### src/rtl/fp16_mult_pipe.sv
// Pipelined binary16 multiplier: RNE rounding, subnormal flush-to-zero, overflow to infinity.
// Latency 3 cycles after the sampling edge, one pair per cycle; no backpressure (consumer must take result on valid_out).
module fp16_mult_pipe (
  input  logic        clk,
  input  logic        rst_n,
  input  logic        valid_in,
  input  logic [15:0] a,
  input  logic [15:0] b,
  output logic        valid_out,
  output logic [15:0] result
);

  // Stage 1: unpack and classify
  logic        r_v1, r_s1, r_zero1, r_inf1, r_nan1;
  logic [4:0]  r_ea1, r_eb1;
  logic [10:0] r_ma1, r_mb1;

  logic [4:0]  w_ea, w_eb;
  logic [9:0]  w_fa, w_fb;
  assign w_ea = a[14:10];
  assign w_eb = b[14:10];
  assign w_fa = a[9:0];
  assign w_fb = b[9:0];

  always_ff @(posedge clk or negedge rst_n) begin
    if (!rst_n) begin
      r_v1    <= 1'b0;
      r_s1    <= 1'b0;
      r_zero1 <= 1'b0;
      r_inf1  <= 1'b0;
      r_nan1  <= 1'b0;
      r_ea1   <= 5'd0;
      r_eb1   <= 5'd0;
      r_ma1   <= 11'd0;
      r_mb1   <= 11'd0;
    end else begin
      r_v1 <= valid_in;
      if (valid_in) begin
        r_s1    <= a[15] ^ b[15];
        r_ea1   <= w_ea;
        r_eb1   <= w_eb;
        r_ma1   <= (w_ea == 5'd0) ? 11'd0 : {1'b1, w_fa};
        r_mb1   <= (w_eb == 5'd0) ? 11'd0 : {1'b1, w_fb};
        r_zero1 <= (w_ea == 5'd0) || (w_eb == 5'd0);
        r_inf1  <= ((w_ea == 5'h1F) && (w_fa == 10'd0)) || ((w_eb == 5'h1F) && (w_fb == 10'd0));
        r_nan1  <= ((w_ea == 5'h1F) && (w_fa != 10'd0)) || ((w_eb == 5'h1F) && (w_fb != 10'd0));
      end
    end
  end

  // Stage 2: significand product and unbiased exponent sum
  logic               r_v2, r_s2, r_zero2, r_inf2, r_nan2;
  logic [21:0]        r_p2;
  logic signed [6:0]  r_e2;

  always_ff @(posedge clk or negedge rst_n) begin
    if (!rst_n) begin
      r_v2    <= 1'b0;
      r_s2    <= 1'b0;
      r_zero2 <= 1'b0;
      r_inf2  <= 1'b0;
      r_nan2  <= 1'b0;
      r_p2    <= 22'd0;
      r_e2    <= 7'sd0;
    end else begin
      r_v2 <= r_v1;
      if (r_v1) begin
        r_s2    <= r_s1;
        r_zero2 <= r_zero1;
        r_inf2  <= r_inf1;
        r_nan2  <= r_nan1;
        r_p2    <= r_ma1 * r_mb1;
        r_e2    <= $signed({2'b00, r_ea1}) + $signed({2'b00, r_eb1}) - 7'sd15;
      end
    end
  end

  // Stage 3: normalize and round to nearest-even
  logic              w_hi, w_guard, w_sticky, w_rnd, w_carry;
  logic [9:0]        w_frac;
  logic [10:0]       w_frac_sum;
  logic signed [6:0] w_exp;

  always_comb begin
    w_hi = r_p2[21];
    if (w_hi) begin
      w_frac   = r_p2[20:11];
      w_guard  = r_p2[10];
      w_sticky = |r_p2[9:0];
    end else begin
      w_frac   = r_p2[19:10];
      w_guard  = r_p2[9];
      w_sticky = |r_p2[8:0];
    end
    w_rnd      = w_guard & (w_sticky | w_frac[0]);
    w_frac_sum = {1'b0, w_frac} + {10'd0, w_rnd};
    w_carry    = w_frac_sum[10];
    w_exp      = r_e2 + $signed({6'd0, w_hi}) + $signed({6'd0, w_carry});
  end

  logic              r_v3, r_s3, r_zero3, r_inf3, r_nan3;
  logic [9:0]        r_f3;
  logic signed [6:0] r_e3;

  always_ff @(posedge clk or negedge rst_n) begin
    if (!rst_n) begin
      r_v3    <= 1'b0;
      r_s3    <= 1'b0;
      r_zero3 <= 1'b0;
      r_inf3  <= 1'b0;
      r_nan3  <= 1'b0;
      r_f3    <= 10'd0;
      r_e3    <= 7'sd0;
    end else begin
      r_v3 <= r_v2;
      if (r_v2) begin
        r_s3    <= r_s2;
        r_zero3 <= r_zero2;
        r_inf3  <= r_inf2;
        r_nan3  <= r_nan2;
        r_f3    <= w_frac_sum[9:0];
        r_e3    <= w_exp;
      end
    end
  end

  // Special-case priority and pack; result only moves with valid_out
  logic [15:0] w_res;

  always_comb begin
    w_res = {r_s3, r_e3[4:0], r_f3};
    if (r_nan3 || (r_inf3 && r_zero3)) begin
      w_res = 16'h7E00;
    end else if (r_inf3) begin
      w_res = {r_s3, 5'h1F, 10'h000};
    end else if (r_zero3) begin
      w_res = {r_s3, 15'h0000};
    end else if (r_e3 >= 7'sd31) begin
      w_res = {r_s3, 5'h1F, 10'h000};
    end else if (r_e3 <= 7'sd0) begin
      w_res = {r_s3, 15'h0000};
    end
  end

  always_ff @(posedge clk or negedge rst_n) begin
    if (!rst_n) begin
      valid_out <= 1'b0;
      result    <= 16'h0000;
    end else begin
      valid_out <= r_v3;
      if (r_v3) begin
        result <= w_res;
      end
    end
  end

endmodule

### config.mk
export PLATFORM = sky130hd
export DESIGN_NAME = fp16_mult_pipe
export DESIGN_NICKNAME = d
export VERILOG_FILES = /design/src/rtl/fp16_mult_pipe.sv
export SDC_FILE = /design/constraint.sdc
export NUM_CORES = 1
export LEC_CHECK = 0
export ABC_AREA = 1
export BUFFER_PORTS_ARGS = -buffer_cell sky130_fd_sc_hd__buf_2
export CAP_MARGIN = 20
export CORE_MARGIN = 3
export CORE_UTILIZATION = 55
export CTS_CLUSTER_DIAMETER = 80
export DETAILED_ROUTE_END_ITERATION = 7
export PLACE_DENSITY_LB_ADDON = 0.25
export SLEW_MARGIN = 20
export SYNTH_ARGS = -nofsm -noshare
export SYNTH_HDL_FRONTEND = slang
export SYNTH_SLANG_ARGS = --single-unit
### constraint.sdc
create_clock -name clk -period 11.3 [get_ports clk]
set_clock_uncertainty 0.2 [all_clocks]
set_input_delay 0.565 -clock clk [delete_from_list [all_inputs] [get_ports clk]]
set_output_delay 0.565 -clock clk [all_outputs]
set_load 0.02 [all_outputs]
[Yosys cells after proc, flatten, opt, wreduce, memory -nomap -nowiden]
Cells that the tools add are included.
Widths: inputs -> output; s select.
Storage, ports and cells
  register bits after elaboration: 110
  bits of input ports: 35
  output and inout port bits: 17
  logic and storage cells: 65
Operators by class
  add/subtract/negate cells: 5
  multipliers: 1
  magnitude comparators: 2
  equal/unequal tests: 2
  multiplexer cells: 10
  bitwise operators: 3
  reduce and logical (&&, ||, !) cells: 17
Operators by type and width (number)
  $mux 15: 4
  $mul 11x11->22: 1
  $mux 11: 2
  $logic_not 10->1: 2
  $reduce_bool 10->1: 2
  $mux 16: 1
  $add 7x2->7: 2
  $add 10x1->11: 1
  $eq 5x5->1 const B: 2
  $logic_not 5->1: 2
  $mux 10: 1
  $reduce_or 10->1: 1
  $reduce_or 9->1: 1
  $ge 7x6->1 const B: 1
  $le 7x1->1 const B: 1
  $sub 6x4->7 const B: 1
  $add 5x5->6: 1
  $logic_and 1x1->1: 5
  $logic_or 1x1->1: 4
  $mux 1: 2
  $and 1x1->1: 1
  $or 1x1->1: 1
  $xor 1x1->1: 1

[Longest topological paths before layout]
Gate-level depths: netlist of the first run.
  depth in word-level cells: 6
  gate-level depth with buffers: 24
  depth with buffers taken out: 23

[Worst setup path after synthesis of the first run]
OpenSTA, ideal clock, no wires.
  path type: reg2reg
  start: register r_ma1[0]
  end: register r_p2[21]
  setup time: 118 ps
  arrival time: 4469 ps
  data required time: 10982 ps
  path slack: 6513 ps
  stages on the path, launching flop included: 21
  path buffers: 1
  clock period less this slack: 4787 ps
  path through: dfrtp_1 clkbuf_1 nand2_1 fa_1 fa_1 inv_1 fa_1 fa_1 inv_1 fa_1 inv_1 ha_1 nand2_1 nor2_1 nand3_1 nand3_1 nand2_1 nand2_1 nand2_1 nand3_1 nand2_1
Between the ends
  word-level cells in the longest chain between the ends: 1
RTL lines
  start, declared: RTL line 16  | logic [10:0] r_ma1, r_mb1;
  start signal, assigned: RTL line 42  | r_ma1 <= (w_ea == 5'd0) ? 11'd0 : {1'b1, w_fa};
  $mul 11x11->22: RTL line 72  | r_p2 <= r_ma1 * r_mb1;
  end signal, assigned: RTL line 72
  end, declared: RTL line 53  | logic [21:0] r_p2;
No other way between the ends.
A chain may end at the register's enable or synchronous reset.

[Final worst setup path of the first run]
  start: register r_ma1[0]
  end: register r_p2[16]
The elaborated chain is that of the path after synthesis.

==> reports/qor.csv, run 1 <==
stage;metric;value;unit
power_and_ir_drop;pwr dens;213;nW/um2
route;vias;7233;
worst_setup_path;Worst R2R Setup Slack;6.16;ns
timing;setup total negative slack;0;ns
clock_tree;Clock Tree Buf Depth;2;
route;Detail Route Antenna Nets;0;
clock_tree;CTS tree;yes;
yosys;Yosys reg bits;110;
final_layout;design area;10100;um2
worst_setup_path;CP arrival;5.19;ns
placement;Area after DPL;9750;um2
route;WL final;18.9;mm
timing;fmax;194;MHz
global_routing;GR Layer Usage met2;0.367;
timing;Max-slew headroom;0.402;
yosys;post-synth cell types;38;
clock_tree;clk sinks;110;
yosys;post-synthesis cell count;1212;
die;Die X;137;um
global_routing;grt peak-use layer;met2;
route;DRC;0;
final_layout;# diodes;0;
run_status;status;complete, no violations;
timing;Final setup viols;0;
yosys;Syn Nets;1400;
final_layout;layout cells sized above 1;0.0767;
global_routing;global routing usage on met1;0.300;
worst_setup_path;Setup crit end;r_p2[16]$_DFFE_PN0P_;
global_routing;number of global-route vias before repair;6994;
global_routing;first-pass GRT wire length;32.9;mm
clock_tree;post-cts resize count;0;
die;Ports;52;
power_and_ir_drop;Net Sw Frac;0.473;
flow_run;max_cap viols;0;
clock_tree;Worst-Skew Late Latency;0.36;ns
route;routed vias/inst;4.96;
die;die area;18600;um2
final_layout;most frequent cells in the layout;nand2_1, inv_1, dfrtp_1, fa_1, o21ai_0;
global_routing;GRT Overall Usage;0.219;
worst_setup_path;worst-path maximum fanout;12;
worst_setup_path;worst r2r src;r_ma1[0]$_DFFE_PN0P_;
global_routing;met3 Track Usage GR;0.0349;
timing;final count of hold timing violations;0;
yosys;Synth Cell Area;9370;um2
power_and_ir_drop;VDD IR-drop max;0.124;mV
clock_tree;hold buffer count at CTS;0;
power_and_ir_drop;clock network power share;0.152;
timing;post-route clock period utilization;0.455;
final_layout;Final Util;0.604;
power_and_ir_drop;Internal;0.00113;W
worst_setup_path;kind of critical path;reg2reg;
power_and_ir_drop;LEAKAGE;5.76;nW
die;die height;137;um
route;Avg WL per Cell;12.9;um
power_and_ir_drop;switching power;0.00102;W
die;Starting Density;0.563;
clock_tree;total CTS buffers;9;
final_layout;fillers;1505;
worst_setup_path;Worst Reg-to-Reg Cells;18;
placement;Port Buffers;51;
timing;min Tclk post-route;5.14;ns
placement;routability congestion estimate;0.867;
global_routing;GR Overflow Total;0;
hold_path;Hold Crit Class;in2async;
worst_setup_path;Worst setup SP type;flop;
worst_setup_path;Required @ worst endpoint;11.35;ns
die;core area;16600;um2
yosys;Yosys warnings;0;
clock_tree;# Post-CTS Setup Buffers;0;
final_layout;most common cell after layout, fill and taps aside;nand2_1;
timing;RSZ-0062 raised after global routing;no;
power_and_ir_drop;Logic pwr share;0.576;
yosys;sequential share of the synthesized area;0.294;
clock_tree;Clock Tree Root;clkbuf_16;
die;row cnt;47;
yosys;Post-Syn Area per Cell;7.73;um2
worst_setup_path;worst r2r dst;r_p2[16]$_DFFE_PN0P_;
final_layout;fin nets;1422;
worst_setup_path;Critical Path End Type;flop;
global_routing;initial antenna violation count;0;
global_routing;largest net degree at the start of global routing;59;
timing;max-slew violation count;0;
clock_tree;Worst-path clk slew;0.08;ns
clock_tree;htree depth;3;
route;Initial DRC Count;289;
route;Pre-Repair DR Iteration Count;6;
placement;HPWL Detailed;14.8;mm
timing;Slew @ Worst Pin;0.897;ns
power_and_ir_drop;post-layout power;0.00215;W
worst_setup_path;CP Launch Point;r_ma1[0]$_DFFE_PN0P_;
final_layout;Area Growth Syn to Fin;7.30;%
power_and_ir_drop;power share of the sequential group;0.272;
==> synth_stat cells <==
| master | count | area share |
|---|---|---|
| nor2_4 | 2 | 0.0024 |
| buf_6 | 1 | 0.0012 |
| nor3_4 | 1 | 0.0017 |
| nor3_1 | 10 | 0.0053 |
| fa_1 | 82 | 0.18 |
| o21ai_0 | 74 | 0.040 |
| xnor2_1 | 12 | 0.011 |
| nand2_4 | 2 | 0.0024 |
| nand3_1 | 50 | 0.027 |
| o22ai_1 | 2 | 0.0013 |
| nor4_1 | 1 | 0.00067 |
| nand4_2 | 1 | 0.0013 |
| nor2_1 | 45 | 0.018 |
| or2_2 | 1 | 0.00067 |
| clkbuf_1 | 37 | 0.015 |
| o21ai_4 | 2 | 0.0035 |
| o21a_1 | 1 | 0.00080 |
| dfrtp_1 | 110 | 0.29 |
| nand4_1 | 11 | 0.0073 |
| nand3b_1 | 5 | 0.0040 |
| xor2_1 | 3 | 0.0028 |
| nand2_2 | 11 | 0.0073 |
| a31oi_1 | 7 | 0.0047 |
| nor2_8 | 1 | 0.0021 |
| o21ai_1 | 6 | 0.0032 |
| o21ai_2 | 2 | 0.0019 |
| buf_2 | 2 | 0.0011 |
| a21oi_1 | 24 | 0.013 |
| and2_1 | 2 | 0.0013 |
| inv_2 | 2 | 0.00080 |
| o31ai_1 | 1 | 0.00080 |
| clkinv_1 | 2 | 0.00080 |
| inv_1 | 256 | 0.10 |
| o211ai_1 | 2 | 0.0016 |
| nand2_1 | 367 | 0.15 |
| nor3_2 | 1 | 0.0011 |
| buf_4 | 2 | 0.0016 |
| ha_1 | 71 | 0.095 |
==> stage by stage <==
stage	hold slack [ns]	setup slack (ns)	std cells
2_1_floorplan	0.0694	6.51	1212
3_3_place_gp	0.260	6.27	1443
3_5_place_dp	0.261	6.17	1443
4_1_cts	0.0513	6.15	1459
5_1_grt	0.0724	5.85	1459
6_report	0.0304	6.16	1459
==> power by group through the flow <==
stage          combinational [W]  sequential (W)  clock [W]
2_1_floorplan           0.000999        0.000564          0
3_3_place_gp             0.00122        0.000587          0
3_5_place_dp             0.00124        0.000591          0
4_1_cts                  0.00125        0.000583   0.000336
5_1_grt                  0.00146        0.000599   0.000352
6_report                 0.00124        0.000583   0.000326
==> worst min path at each step <==
stage | startpoint | end | slack [ns] | cells past startpoint
detailed placement | r_f3[1]$_DFFE_PN0P_ | r_f3[1]$_DFFE_PN0P_ | 0.26 | 2
finish | rst_n | result[0]$_DFFE_PN0P_ | 0.03 | 1
global route | rst_n | result[1]$_DFFE_PN0P_ | 0.07 | 1
global placement | result[4]$_DFFE_PN0P_ | result[4]$_DFFE_PN0P_ | 0.26 | 2
CTS | rst_n | r_f3[1]$_DFFE_PN0P_ | 0.05 | 1
floorplan | rst_n | r_e2[0]$_DFFE_PN0P_ | 0.07 | 0
==> flip-flops by register name (all words and copies together) (netlist names), 5 cells and up <==
name    flops
r_mb1      11
r_f3       10
r_e3        7
r_e2        7
r_ma1      11
r_eb1       5
r_p2       22
result     16
r_ea1       5
==> per-layer routing <==
| metal | share of wire | vias to the layer above |
|---|---|---|
| li1 | - | 3705 |
| met1 | 0.46 | 3333 |
| met2 | 0.47 | 169 |
| met3 | 0.045 | 26 |
| met4 | 0.016 | 0 |
| met5 | 0 | - |
==> cell families after synthesis <==
group	after synthesis	share of synthesized area
flops	110	0.294
compound gates	121	0.0701
buf+inv	302	0.123
xor+xnor	15	0.0140
fa+ha+maj	153	0.270
simple gates	511	0.229
==> worst max-delay path: stages, from the launching register on <==
cell and delay [ns]:
dfrtp_1 0.65, nand2_1 0.16, fa_1 0.53, fa_1 0.54
inv_1 0.05, fa_1 0.50, fa_1 0.54, inv_1 0.06
fa_1 0.53, inv_1 0.04, ha_1 0.34, nand2_1 0.11
inv_1 0.06, a21oi_1 0.14, nand3_1 0.19, nand2_1 0.13
nand3_1 0.07, nand3_1 0.11, nand2_1 0.06
==> area by class of cell <==
class | count | area, um2 | share of cell area
timing repair buffer | 53 | 273 | 0.0271
multi-input combinational | 800 | 5470 | 0.544
clock buffer | 9 | 225 | 0.0224
clock inverter | 7 | 86.3 | 0.00858
inverter | 260 | 976 | 0.0970
sequential | 110 | 2750 | 0.274
tap | 220 | 275 | 0.0274
Power figures use the tool's default switching activity.
==> inputs of run 2 (changes only) <==
clock period = 4.6 ns   (was 11.3 ns; I/O delays follow)
==> run 2 against run 1 <==
The run now ends with negative setup slack left. Final area rose by 14%. Sequential share of layout area fell by 3.2 points. Worst hold slack got worse by 0.028 ns. Largest cell class unchanged.
==> reports/qor.csv, run 2 (same netlist as run 1, synthesis figures left out) <==
stage;metric;value;unit;change
run_status;status;finished with violations;;
run_status;failing checks;negative setup slack;;
final_layout;Regs by FF count;r_p2 x22, result x16;;
final_layout;most frequent cells in the layout;nand2_1, inv_1, dfrtp_1, fa_1, o21ai_0;;
hold_path;Endpoint, Worst Hold;r_mb1[3]$_DFFE_PN0P_;;
global_routing;initial antenna violation count;0;;unchanged
route;Highest Signal Layer;met4;;
route;DRC;0;;unchanged
worst_setup_path;Required @ worst endpoint;4.65;ns;-6.70 ns
timing;final count of hold timing violations;0;;unchanged
die;die height;137;um;unchanged
clock_tree;htree depth;3;;unchanged
die;Ports;52;;unchanged
power_and_ir_drop;post-layout power;0.00735;W;+240%
worst_setup_path;kind of critical path;reg2reg;;
power_and_ir_drop;LEAKAGE;6.27;nW;+9.0%
final_layout;# diodes;0;;unchanged
global_routing;GRT Overall Usage;0.246;;+0.0272
timing;fmax;210;MHz;+8.3%
clock_tree;Clock Tree Buf Depth;2;;unchanged
final_layout;most common cell after layout, fill and taps aside;nand2_1;;
global_routing;GR Overflow Total;0;;unchanged
timing;RSZ-0062 raised after global routing;yes;;
route;Detail Route Antenna Nets;0;;unchanged
route;Metal-1 WL;9.44;mm;+7.5%
timing;min Tclk post-route;4.75;ns;-0.392 ns
final_layout;Area Growth Syn to Fin;22.4;%;
die;row cnt;47;;unchanged
global_routing;number of global-route vias before repair;7868;;+12%
hold_path;hold path depth;3;;
timing;Slew @ Worst Pin;0.939;ns;+0.0419 ns
worst_setup_path;worst-path maximum fanout;7;;-5
worst_setup_path;worst r2r dst;r_p2[15]$_DFFE_PN0P_;;
final_layout;Top reg by flops;r_p2;;
final_layout;max reg flops;22;;unchanged
worst_setup_path;Critical Path End Type;flop;;
worst_setup_path;worst r2r src;r_mb1[4]$_DFFE_PN0P_;;
placement;routability congestion estimate;0.870;;+0.36%
route;met3 WL;888;um;+5.6%
route;vias;7849;;+8.5%
final_layout;Final Util;0.689;;+0.0852
clock_tree;CTS tree;yes;;
final_layout;fin nets;1519;;+6.8%
clock_tree;Worst-path clk slew;0.07;ns;about the same
hold_path;Hold Crit Class;in2reg;;
route;Pre-Repair DR Iteration Count;5;;-1
worst_setup_path;Worst R2R Setup Slack;-0.15;ns;-6.31 ns
timing;post-route clock period utilization;1.03;;+0.578
final_layout;layout cells sized above 1;0.222;;+0.145
worst_setup_path;Worst setup SP type;flop;;
die;Die X;137;um;unchanged
global_routing;largest net degree at the start of global routing;75;;+27%
timing;fin worst setup slack;-0.152;ns;-6.31 ns
clock_tree;clk sinks;110;;unchanged
hold_path;Hold Startpoint;b[3];;
timing;Final setup viols;10;;+10
placement;HPWL Detailed;16.2;mm;+9.4%
power_and_ir_drop;VDD IR-drop max;0.532;mV;+330%
die;core area;16600;um2;unchanged
worst_setup_path;Worst Reg-to-Reg Cells;20;;+2
global_routing;first-pass GRT wire length;36.7;mm;+12%
timing;Max-slew headroom;0.370;;-0.0318
route;routed wl met2;11.0;mm;+23%
clock_tree;total CTS buffers;9;;unchanged
power_and_ir_drop;pwr dens;640;nW/um2;+200%
worst_setup_path;CP arrival;4.80;ns;-0.39 ns
clock_tree;Clock Tree Root;clkbuf_16;;
timing;max-slew violation count;0;;unchanged
die;die area;18600;um2;unchanged
placement;Port Buffers;51;;unchanged
route;WL final;21.9;mm;+16%
clock_tree;Worst-Skew Late Latency;0.36;ns;about the same
die;Starting Density;0.563;;unchanged
route;routed vias/inst;5.05;;+1.8%
flow_run;max_cap viols;0;;unchanged
timing;hold_ws;0.00252;ns;-0.0279 ns
route;Initial DRC Count;434;;+50%
route;Avg WL per Cell;14.1;um;+8.5%
==> run 2: worst max path at each step <==
stage	from	to	cells after the start
final	r_mb1[4]$_DFFE_PN0P_	r_p2[15]$_DFFE_PN0P_	20
after global routing	r_mb1[4]$_DFFE_PN0P_	r_p2[15]$_DFFE_PN0P_	20
after CTS	r_ma1[5]$_DFFE_PN0P_	r_p2[20]$_DFFE_PN0P_	21
after detailed placement	r_ma1[6]$_DFFE_PN0P_	r_p2[17]$_DFFE_PN0P_	19
after global placement	r_ma1[6]$_DFFE_PN0P_	r_p2[17]$_DFFE_PN0P_	19
after floorplan	r_ma1[1]$_DFFE_PN0P_	r_p2[16]$_DFFE_PN0P_	20
==> run 2: cell type report <==
class / instances / area [um2]
Inverter: 260 / 978
Sequential cell: 110 / 2780
Fill cell: 1330 / 5170
Tap cell: 220 / 275
Multi-Input combinational cell: 800 / 6050
Clock inverter: 6 / 58.8
Clock buffer: 9 / 225
Timing Repair Buffer: 150 / 1110
==> run 2: power by group <==
part           switching, W  internal (W)
combinational       0.00287       0.00231
sequential         0.000197       0.00121
clock              0.000387      0.000375
total               0.00345       0.00389
==> run 2: timing repair <==
action	in CTS	in global routing
setup buffers	4	13
pin swaps	44	58
setup endpoints to repair	13	14
hold endpoints to repair	103	0
hold buffers	31	0
gates resized for setup	85	88
==> run 2: critical path, cell delays in order (launching register included) <==
cell	delay (ns)
dfrtp_2	0.46
buf_6	0.13
nand2_4	0.05
fa_2	0.58
fa_2	0.47
fa_1	0.52
inv_2	0.04
fa_1	0.53
inv_1	0.05
fa_1	0.48
inv_2	0.05
ha_4	0.31
nand2_4	0.08
nor2_2	0.10
nand2_1	0.07
nand2_2	0.14
nand2_2	0.08
nand2_1	0.07
nand2_1	0.07
nand3_2	0.08
nand2_1	0.06
==> run 2: through the flow <==
step                      instance area, um2  worst slack (ns)  cells  TNS, ns
after detailed placement               10100            -0.268   1492    -2.21
final                                  11500            -0.152   1555   -0.913
after floorplan                         9430           0.00447   1212        0
after CTS                              11100           0.00106   1542        0
after global routing                   11500            -0.292   1555    -2.64
after global placement                 10100            -0.205   1492    -1.52
==> run 2: layer usage <==
| layer | global-route usage | vias up |
|---|---|---|
| met5 | 0 | - |
| met4 | 0.0605 | 0 |
| met3 | 0.0441 | 35 |
| met2 | 0.436 | 162 |
| met1 | 0.313 | 3744 |
| li1 | - | 3908 |
==> inputs of run 3 (changes only) <==
BUFFER_PORTS_ARGS = not set   (was -buffer_cell sky130_fd_sc_hd__buf_2)
DONT_BUFFER_PORTS = 1   (was not set)
==> run 3 against run 2 <==
Critical path type unchanged. Die area is the same. The run still ends with negative setup slack left. Final area decreased by 0.94%. Cell count fell by 1.9%. Sequential power grew 4%.
==> reports/qor.csv, run 3 (same netlist as run 1, synthesis figures left out) <==
stage;metric;value;unit;change
run_status;status;finished with violations;;
run_status;failing checks;negative setup slack;;
worst_setup_path;kind of critical path;reg2reg;;
global_routing;initial antenna violation count;0;;unchanged
clock_tree;CTS tree;yes;;
route;WL final;22.0;mm;+0.66%
die;row cnt;47;;unchanged
final_layout;most frequent cells in the layout;nand2_1, inv_1, dfrtp_1, fa_1, o21ai_0;;
worst_setup_path;Worst R2R Setup Slack;-0.07;ns;+0.08 ns
clock_tree;htree depth;3;;unchanged
die;Starting Density;0.563;;unchanged
hold_path;hold path depth;4;;+1
placement;routability congestion estimate;0.855;;-1.7%
final_layout;Top reg by flops;r_p2;;
final_layout;Regs by FF count;r_p2 x22, result x16;;
die;Die X;137;um;unchanged
die;die area;18600;um2;unchanged
timing;max-slew violation count;0;;unchanged
final_layout;design area;11400;um2;-0.94%
final_layout;layout cells sized above 1;0.194;;-0.0280
global_routing;largest net degree at the start of global routing;111;;+48%
final_layout;most common cell after layout, fill and taps aside;nand2_1;;
clock_tree;Clock Tree Root;clkbuf_16;;
timing;min Tclk post-route;4.67;ns;-0.0807 ns
route;vias;7838;;-0.14%
global_routing;GRT Overall Usage;0.246;;-0.000693
power_and_ir_drop;LEAKAGE;6.15;nW;-2.0%
worst_setup_path;Worst path depth;20;;unchanged
timing;RSZ-0062 raised after global routing;yes;;
timing;fin worst setup slack;-0.0708;ns;+0.0807 ns
die;die height;137;um;unchanged
power_and_ir_drop;pwr dens;599;nW/um2;-6.5%
worst_setup_path;Critical Path End Type;flop;;
route;Avg WL per Cell;14.4;um;+2.6%
route;Pre-Repair DR Iteration Count;7;;+2
timing;Final setup viols;9;;-1
route;DRC;0;;unchanged
placement;Port Buffers;0;;-100%
global_routing;first-pass GRT wire length;36.6;mm;-0.23%
hold_path;Hold Crit Class;in2reg;;
timing;Max-slew headroom;0.342;;-0.0285
die;Ports;52;;unchanged
timing;Slew @ Worst Pin;0.981;ns;+0.0425 ns
final_layout;Final Util;0.683;;-0.00647
worst_setup_path;critical-path cell with the highest stage delay;fa_2;;
global_routing;GR Overflow Total;0;;unchanged
worst_setup_path;crit path cell chain;buf_6 > nand2_1 > inv_1 > fa_2 > fa_1 > fa_1 > fa_1 > inv_2 > fa_1 > inv_2 > ha_4 > nand2_4 > nor2_4 > nand3_2 > nand3_4 > nand2_2 > nand2_1 > nand2_1 > nand3_2 > nand2_1;;
flow_run;max_cap viols;0;;unchanged
route;Detail Route Antenna Nets;0;;unchanged
clock_tree;total CTS buffers;9;;unchanged
route;routed vias/inst;5.14;;+1.8%
die;core area;16600;um2;unchanged
timing;final count of hold timing violations;0;;unchanged
worst_setup_path;Worst Reg-to-Reg Cells;20;;unchanged
worst_setup_path;delay of the slowest critical-path stage;0.55;ns;-0.03 ns
final_layout;fillers;1270;;-4.5%
power_and_ir_drop;VDD IR-drop max;0.489;mV;-8.2%
route;Initial DRC Count;407;;-6.2%
placement;HPWL Detailed;15.6;mm;-3.4%
final_layout;# diodes;0;;unchanged
final_layout;max reg flops;22;;unchanged
worst_setup_path;CP arrival;4.72;ns;-0.08 ns
clock_tree;Clock Tree Buf Depth;2;;unchanged
final_layout;Area Growth Syn to Fin;21.3;%;
placement;Area after DPL;9850;um2;-2.8%
worst_setup_path;Required @ worst endpoint;4.65;ns;about the same
timing;post-route clock period utilization;1.02;;-0.0175
worst_setup_path;worst-path maximum fanout;5;;-2
clock_tree;Worst-Skew Late Latency;0.36;ns;about the same
clock_tree;Worst-path clk slew;0.08;ns;about the same
clock_tree;clk sinks;110;;unchanged
worst_setup_path;worst path bufs/invs;4;;unchanged
timing;fmax;214;MHz;+1.7%
final_layout;fin nets;1489;;-2.0%
global_routing;number of global-route vias before repair;7846;;-0.28%
worst_setup_path;Worst setup SP type;flop;;
worst_setup_path;crit-path leading delay family;adder cells;;
==> run 3: final cells by class <==
type / count / area (um2) / area share
Multi-Input combinational cell: 800 / 5950 / 0.523
Sequential cell: 110 / 2780 / 0.244
Timing Repair Buffer: 120 / 1100 / 0.0969
Inverter: 260 / 976 / 0.0859
Tap cell: 220 / 275 / 0.0242
Clock buffer: 10 / 229 / 0.0201
Clock inverter: 6 / 62.6 / 0.00550
==> run 3: per-layer routing <==
layer	GRT usage	wire length [um]	up-vias
met4	0.0913	805	0
met5	0	0	-
met1	0.297	9120	3736
met3	0.0522	1050	55
li1	-	-	3848
met2	0.432	11000	199
==> run 3: final timing paths <==
kind                                            from                    end
worst min-delay path                           b[13]   r_mb1[8]$_DFFE_PN0P_
worst max-delay path            r_ma1[5]$_DFFE_PN0P_   r_p2[20]$_DFFE_PN0P_
min in group asynchronous                      rst_n       r_s3$_DFFE_PN0P_
max in group asynchronous                      rst_n  r_mb1[10]$_DFFE_PN0P_
worst max register to register  r_ma1[5]$_DFFE_PN0P_   r_p2[20]$_DFFE_PN0P_
worst min register to register   r_zero2$_DFFE_PN0P_    r_zero2$_DFFE_PN0P_
==> run 3: report_power, final <==
part | internal [W] | total [W] | leakage, nW | switching [W]
sequential | 0.00121 | 0.00146 | 1.34 | 0.000254
combinational | 0.00206 | 0.00456 | 4.67 | 0.00250
clock | 0.000384 | 0.000788 | 0.143 | 0.000404
total | 0.00365 | 0.00681 | 6.15 | 0.00316
==> run 3: worst register-to-register path, delay by kind of cell (launching register included) <==
family,cells,cell delay (ns)
buffers and inverters,4,0.29
adders and majority gates,6,2.84
DFF,1,0.47
and+or+nand+nor,10,0.77
==> run 3: what timing repair did <==
action,CTS,global route
gates resized for setup,69,95
pin swaps,33,60
setup endpoints to repair,12,13
hold buffers,41,0
setup buffers,14,17
hold endpoints to repair,146,0
==> run 3: metrics by stage <==
stage / TNS, ns / setup slack, ns / instances / power, W / hold WS [ns]
after floorplan: 0 / 0.00447 / 1212 / 0.00388 / -0.266
after global placement: -1.26 / -0.222 / 1438 / 0.00471 / -0.262
after detailed placement: -1.90 / -0.246 / 1438 / 0.00477 / -0.263
after CTS: -0.00685 / -0.00685 / 1509 / 0.00617 / 0.0157
after global routing: -2.37 / -0.262 / 1526 / 0.00745 / 0.0466
final: -0.424 / -0.0708 / 1526 / 0.00681 / 0.0163
